**config.mk**
```make
export PLATFORM = sky130hd
export DESIGN_NAME = dds_wave_ctrl
export DESIGN_NICKNAME = d
export VERILOG_FILES = /design/src/rtl/dds_wave_ctrl.sv
export SDC_FILE = /design/constraint.sdc
export NUM_CORES = 1
export LEC_CHECK = 0
export ABC_AREA = 1
export BUFFER_PORTS_ARGS = -buffer_cell sky130_fd_sc_hd__buf_2
export CAP_MARGIN = 20
export CORE_UTILIZATION = 64
export CTS_BUF_LIST = sky130_fd_sc_hd__clkbuf_8
export DETAILED_ROUTE_END_ITERATION = 7
export PLACE_DENSITY = 0.83
export SLEW_MARGIN = 0
export SYNTH_ARGS = -nofsm -noshare
export SYNTH_HDL_FRONTEND = slang
export SYNTH_SLANG_ARGS = --single-unit
export TNS_END_PERCENT = 10
```
**constraint.sdc**
```tcl
create_clock -name sys_clk -period 1.95 [get_ports sys_clk]
set_input_delay 0.2925 -clock sys_clk [delete_from_list [all_inputs] [get_ports sys_clk]]
set_output_delay 0.2925 -clock sys_clk [all_outputs]
set_load 0.05 [all_outputs]
```
**src/rtl/dds_wave_ctrl.sv**
```systemverilog
`default_nettype none
// ============================================================================
// Module   : dds_wave_ctrl
// Brief    : Push-button / auto-sweep sequencer for the dds one-hot wave select.
// Revision : 1.0 - initial release
// ============================================================================
module dds_wave_ctrl #(
  parameter logic [19:0] CNT_MAX   = 20'd999_999,
  parameter logic [25:0] DWELL_MAX = 26'd49_999_999
) (
  input  logic       sys_clk,
  input  logic       sys_rst_n,
  input  logic       key_in,
  input  logic       auto_en,
  output logic [3:0] wave_select,
  output logic       wave_change
);

  localparam logic [19:0] C_CNT_FIRE = CNT_MAX - 20'd1;

  typedef enum logic [3:0] {
    ST_IDLE     = 4'b0000,
    ST_SINE     = 4'b0001,
    ST_SQUARE   = 4'b0010,
    ST_TRIANGLE = 4'b0100,
    ST_SAW      = 4'b1000
  } state_t;

  logic        r_key_meta;
  logic        r_key_s;
  logic [1:0]  r_sync_vld;
  logic        r_key_armed;
  logic [19:0] r_deb_cnt;
  logic        r_key_flag;
  logic [25:0] r_dwell_cnt;
  logic        r_wave_change;
  logic        w_dwell_hit;
  logic        w_advance;
  state_t      r_state;
  state_t      w_state_next;

  always_ff @(posedge sys_clk or negedge sys_rst_n) begin
    if (!sys_rst_n) begin
      r_key_meta <= 1'b1;
      r_key_s    <= 1'b1;
      r_sync_vld <= 2'b00;
    end else begin
      r_key_meta <= key_in;
      r_key_s    <= r_key_meta;
      r_sync_vld <= {r_sync_vld[0], 1'b1};
    end
  end

  // A key held through reset must be seen released before it can fire again;
  // r_sync_vld keeps the reset value of the synchroniser from arming early.
  always_ff @(posedge sys_clk or negedge sys_rst_n) begin
    if (!sys_rst_n) begin
      r_key_armed <= 1'b0;
    end else if (r_key_s && r_sync_vld[1]) begin
      r_key_armed <= 1'b1;
    end
  end

  always_ff @(posedge sys_clk or negedge sys_rst_n) begin
    if (!sys_rst_n) begin
      r_deb_cnt <= 20'd0;
    end else if (r_key_s) begin
      r_deb_cnt <= 20'd0;
    end else if (r_deb_cnt != CNT_MAX) begin
      r_deb_cnt <= r_deb_cnt + 20'd1;
    end
  end

  always_ff @(posedge sys_clk or negedge sys_rst_n) begin
    if (!sys_rst_n) begin
      r_key_flag <= 1'b0;
    end else begin
      r_key_flag <= !r_key_s && (r_deb_cnt == C_CNT_FIRE) && r_key_armed;
    end
  end

  assign w_dwell_hit = auto_en && (r_dwell_cnt == DWELL_MAX);
  assign w_advance   = r_key_flag | w_dwell_hit;

  // Any advance restarts the dwell so a manual step still gets a full slot.
  always_ff @(posedge sys_clk or negedge sys_rst_n) begin
    if (!sys_rst_n) begin
      r_dwell_cnt <= 26'd0;
    end else if (!auto_en || w_advance) begin
      r_dwell_cnt <= 26'd0;
    end else begin
      r_dwell_cnt <= r_dwell_cnt + 26'd1;
    end
  end

  always_ff @(posedge sys_clk or negedge sys_rst_n) begin
    if (!sys_rst_n) begin
      r_state       <= ST_IDLE;
      r_wave_change <= 1'b0;
    end else begin
      r_state       <= w_state_next;
      r_wave_change <= w_advance;
    end
  end

  always_comb begin
    w_state_next = r_state;
    if (w_advance) begin
      case (r_state)
        ST_IDLE:     w_state_next = ST_SINE;
        ST_SINE:     w_state_next = ST_SQUARE;
        ST_SQUARE:   w_state_next = ST_TRIANGLE;
        ST_TRIANGLE: w_state_next = ST_SAW;
        ST_SAW:      w_state_next = ST_IDLE;
        default:     w_state_next = ST_IDLE;
      endcase
    end
  end

  assign wave_select = r_state;
  assign wave_change = r_wave_change;

endmodule
`default_nettype wire
```
After elaboration in Yosys (flattened, before gate mapping)
Index checks and enable logic that the tools add are counted.
- bits of input ports: 4
- flip-flop bits (word level): 57
- logic and storage cells: 31
- output and inout port bits: 5
- add/sub/neg operators: 2
- reductions and logical operators: 9
- bitwise gates (word level): 1
- equality and inequality tests: 6
- mux-type cells: 4
- operator list (kind ; number):
    20-bit two-way mux ; 2
    26-bit by 1-bit adder with 26-bit output, second input constant ; 1
    26-bit == test, second input constant ; 1
    26-bit two-way mux ; 1
    20-bit by 1-bit adder with 20-bit output, second input constant ; 1
    20-bit == test, second input constant ; 1
    20-bit != test, second input constant ; 1
    4-bit one-hot mux with 4 select lines ; 1
    4-bit by 1-bit == test with 1-bit output, second input constant ; 1
    4-bit by 2-bit == test with 1-bit output, second input constant ; 1
    4-bit by 3-bit == test with 1-bit output, second input constant ; 1
    1-bit logical AND ; 4
    4-bit zero test ; 1
    1-bit zero test ; 2
    2-bit nonzero test ; 1
    1-bit logical OR ; 1
    1-bit bitwise OR ; 1

Logic depth before layout (Yosys ltp)
- depth in word-level cells: 5
- depth in mapped cells: 10
- gate-level depth less buffers: 10

Worst setup path before layout
Ideal clock, no wire load.
- path type: reg-to-reg
- from: reg r_dwell_cnt[0]
- to: reg r_dwell_cnt[10]
- data required time: 1.830 ns
- path buffers: 1
- library setup time: 0.120 ns
- setup slack: 0.444 ns
- clock period less this slack: 1.506 ns
- data arrival time: 1.386 ns
- stages on the path, launching flop included: 10
- path through: dfrtp_1 -> ha_1 -> nand2_1 -> nor2_1 -> nand2_1 -> nor2_2 -> nand3_4 -> nand3_4 -> buf_6 -> nor2_1
- longest elaborated chain between the ends: 5
- elaborated cells on any way between the ends: 6
- classes of those cells: 1 x add/sub; 1 x eq/ne; 1 x mux; 1 x bitwise; 2 x reduce/logical
- RTL lines (item ; RTL line ; text):
    start: declaration ; 35 ; logic [25:0] r_dwell_cnt;
    start signal: assignment ; 92 ; r_dwell_cnt <= r_dwell_cnt + 26'd1;
    parallel branches: the longest is 4 deep, another holds 26-bit by 1-bit adder with 26-bit output ; -- ;
    26-bit two-way mux (*) ; 89 ; end else if (!auto_en || w_advance) begin
Mark *: on every way between the ends.
A chain may end at the register's enable or synchronous reset.

Final worst setup path
- from: reg r_dwell_cnt[0]
- to: reg r_dwell_cnt[3]
Same word-level chain as after synthesis.

==> results.yml <==
layout:
  layout_cells_sized_above_1_pct: 8.86
  area_growth_from_synthesis_to_layout_pct: 11.3
  nFillCells: 373
  antenna_cells_inserted: 0
  final_net_count: 465
routing:
  drt_iter0_markers: 224
  detail_route.drc_violations: 0
  firstDrtPassIters: 5
  route.detailed.wl_per_inst_um: 13.6
  via_per_inst: 5.45
  vias: 2890
  number_of_nets_with_antenna_violations_after_routing: 0
  wl_um: 7230
pwr:
  seq_power_share_pct: 46.5
  sw_frac_of_total_pct: 21.4
  combPwrFrac_pct: 2.8
  design_power_total_mw: 2.62
  worst_ir_drop_vdd_mv: 0.512
  power.density_cell_area_nw_per_um2: 740
  total_switching_power_uw: 562
  p_int_mw: 2.06
  total_leakage_power_nw: 1.52
  power.clock.fraction_pct: 50.7
setup_path:
  critical_path_cell_count: 8
  critical_path.endpoint: "r_dwell_cnt[3]"
  crit_path_start: "r_dwell_cnt[0]"
  reg2reg_from: "r_dwell_cnt[0]"
  regToRegEndpoint: "r_dwell_cnt[3]"
  worstPathArrival_ps: 1940
  crit_type: "reg -> reg"
  family_with_the_most_delay_on_the_worst_path: "simple AND/OR/NAND/NOR gates"
  critical_path.startpoint_type: "register"
  register_to_register_setup_slack_ps: 220
  crit_chain: "ha_1 -> nand2_1 -> nor2_1 -> nand2_1 -> nor2_2 -> nand3_4 -> nand3_4 -> nor2_1"
  crit_path_end_kind: "register"
  crit_path_max_incr_delay_ps: 460
  cp.required_ps: 2160
  cp_max_fo: 26
  slowest_stage: "sky130_fd_sc_hd__dfrtp_1"
  cp.buffers_inverters: 0
  reg2regPathDepth: 8
placement:
  port_buffers: 8
  dp.final_hpwl_um: 5040
  place.gp.congestion: 0.917
synth:
  syn-cell-area_um2: 3180
  yosys.cell_types.count: 27
  synth.yosys.warnings: 0
  syn_inst: 441
  ys_dominant_reg_cell: "sky130_fd_sc_hd__dfrtp_1"
  fraction_of_synthesis_flops_using_an_asynchronous_set_or_reset_pin_pct: 100
  synthTopCellsByCount: "sky130_fd_sc_hd__nand2_1, sky130_fd_sc_hd__nor2_1, sky130_fd_sc_hd__dfrtp_1, sky130_fd_sc_hd__inv_1, sky130_fd_sc_hd__nand3_1"
  synth.most_common_cell: "sky130_fd_sc_hd__nand2_1"
  synth_largest_type_area_fraction_pct: 43.2
  ys_seq_area_share_pct: 44.9
  top_area_cells_in_the_synthesized_netlist: "sky130_fd_sc_hd__dfrtp_1, sky130_fd_sc_hd__nand2_1, sky130_fd_sc_hd__nor2_1"
  syn_area_cell_um2: 7.22
  netlist.top_cell.by_area: "sky130_fd_sc_hd__dfrtp_1"
  synth_enable_flop_cells: 0
  post_syn_nets: 448
  synth.ff_latch_count: 57
sta:
  grt_setup_unrepaired: "no"
  hold_viol_final: 0
  timing.max_slew.rel_slack_pct: 64.9
  worstMarginPinSlew_ps: 523
  whs_ps: 55.5
  report.final.setup_viol: 0
  finalWorstPathRequiredPeriod_ps: 1730
  final.setup_skew_ps: 9.47
  max_freq_mhz: 579
  maxSlewViolCount: 0
  period_share_pct: 88.6
  setup_tns_ps: 0
hold_path:
  min-delay-path-class: "in -> reg"
floorplan:
  io_pins: 9
  die-width_um: 72.5
  rows: 25
  die_y_um: 72.5
  placeableCoreArea_um2: 4750
  dieArea_um2: 5260
  initial_utilization_pct: 67.0
global_route:
  grt_pass1_vias: 2857
  initial_antenna_violation_count: 0
  grt_usage_pct: 31.4
  maximum_number_of_pins_on_one_net_before_global_route_repair: 40
  grt_first_pass_wirelength_um: 12400
  overflow: 0
clock_tree:
  clock_path_buffers: 2
  cts_made_buffers: 9
  cts_root_buffer: "sky130_fd_sc_hd__clkbuf_8"
  clk_pin_slew_ps: 70
  clk_latency_ps: 340
  tritoncts_clock_tree: "done"
  cts-htree-levels: 3
  number_of_buffers_added_for_setup_after_cts: 0
  clock_sink_total: 57
run:
  count_of_maximum_capacitance_violations: 0
status:
  outcome: "finished, final reports clean"
[worst min path at each step]
stage               from              end  slack [ps]  depth (start not counted)
5_1_grt           key_in       r_key_meta          50                          1
3_3_place_gp   sys_rst_n  r_dwell_cnt[22]         260                          1
6_report          key_in       r_key_meta          60                          1
3_5_place_dp   sys_rst_n  r_dwell_cnt[22]         270                          1
2_1_floorplan  sys_rst_n     r_deb_cnt[0]          -3                          0
4_1_cts           key_in       r_key_meta          40                          1
[metal layers]
metal | global-route usage, % | vias up | wire, um
li1 | - | 1407 | -
met1 | 34.9 | 1352 | 2900
met2 | 54.7 | 104 | 3710
met3 | 7.64 | 27 | 352
met4 | 18.5 | 0 | 265
met5 | 0 | - | 0
[cell usage in the layout (no fill, tap or decap), drive strengths merged]
cell type / count
a21o: 1
a21oi: 6
buf: 9
bufinv: 3
clkbuf: 9
clkinv: 2
conb: 1
dfrtp: 55
dfstp: 2
dlygate4sd3: 1
ha: 3
inv: 48
nand2: 129
nand3: 34
nand3b: 1
nand4: 12
nor2: 108
nor3: 9
nor4: 1
nor4b: 1
o21ai: 3
or2: 5
xnor2: 8
xor2: 12
[sequential cells by signal, indices dropped and copies added, names as in the netlist]
name         cells
r_key_armed      1
r_key_s          1
r_key_flag       1
wave_change      1
r_key_meta       1
r_sync_vld       2
r_dwell_cnt     26
r_deb_cnt       20
wave_select      4
[worst reg2reg max path, cell delays in order, from the launching register on]
cell and delay, ps:
sky130_fd_sc_hd__dfrtp_1 460, sky130_fd_sc_hd__ha_1 300, sky130_fd_sc_hd__nand2_1 80, sky130_fd_sc_hd__nor2_1 100, sky130_fd_sc_hd__nand2_1 70, sky130_fd_sc_hd__nor2_2 130
sky130_fd_sc_hd__nand3_4 120, sky130_fd_sc_hd__nand3_4 250, sky130_fd_sc_hd__nor2_1 110
[power groups by stage]
stage	registers [mW]	clock network, mW	logic, mW
final	1.22	1.33	0.0742
after global routing	1.22	1.40	0.0865
after CTS	1.22	1.35	0.0760
after detailed placement	1.24	0	0.0736
after global placement	1.24	0	0.0719
after floorplan	1.23	0	0.0424
[repair_timing]
item,in CTS,in global routing
hold buffers,1,0
gates resized for setup,0,0
endpoints found under the setup margin,0,0
hold endpoints to repair,18,0
[layout make-up]
| cell class | instances | area (um^2) | area share (%) |
|---|---|---|---|
| multi-input combinational | 334 | 1550 | 43.8 |
| sequential | 57 | 1430 | 40.3 |
| inverter | 46 | 173 | 4.87 |
| clock buffer | 9 | 124 | 3.50 |
| clock inverter | 7 | 111 | 3.14 |
| tap | 67 | 83.8 | 2.37 |
| timing repair buffer | 10 | 70.1 | 1.98 |
[kinds of logic (layout without fill, tap and decap cells)]
group	after synthesis	after routing	share of synthesized area, %
simple gates	300	300	40.3
fa+ha+maj	3	3	1.18
xor+xnor	20	20	5.50
compound gates	10	10	1.65
buf+inv	50	72	6.37
flops	57	57	44.9
other cells	1	1	0.118
[metrics by stage]
| step | cells | utilization (%) | worst slack [ps] | area [um^2] |
|---|---|---|---|---|
| after floorplan | 441 | - | 444 | 3180 |
| after global placement | 513 | 69.4 | 312 | 3300 |
| after detailed placement | 513 | 69.4 | 229 | 3300 |
| after CTS | 530 | 74.5 | 205 | 3540 |
| after global routing | 530 | 74.5 | 72.2 | 3540 |
| final | 530 | 74.5 | 222 | 3540 |
(Power assumes the default switching activity.)
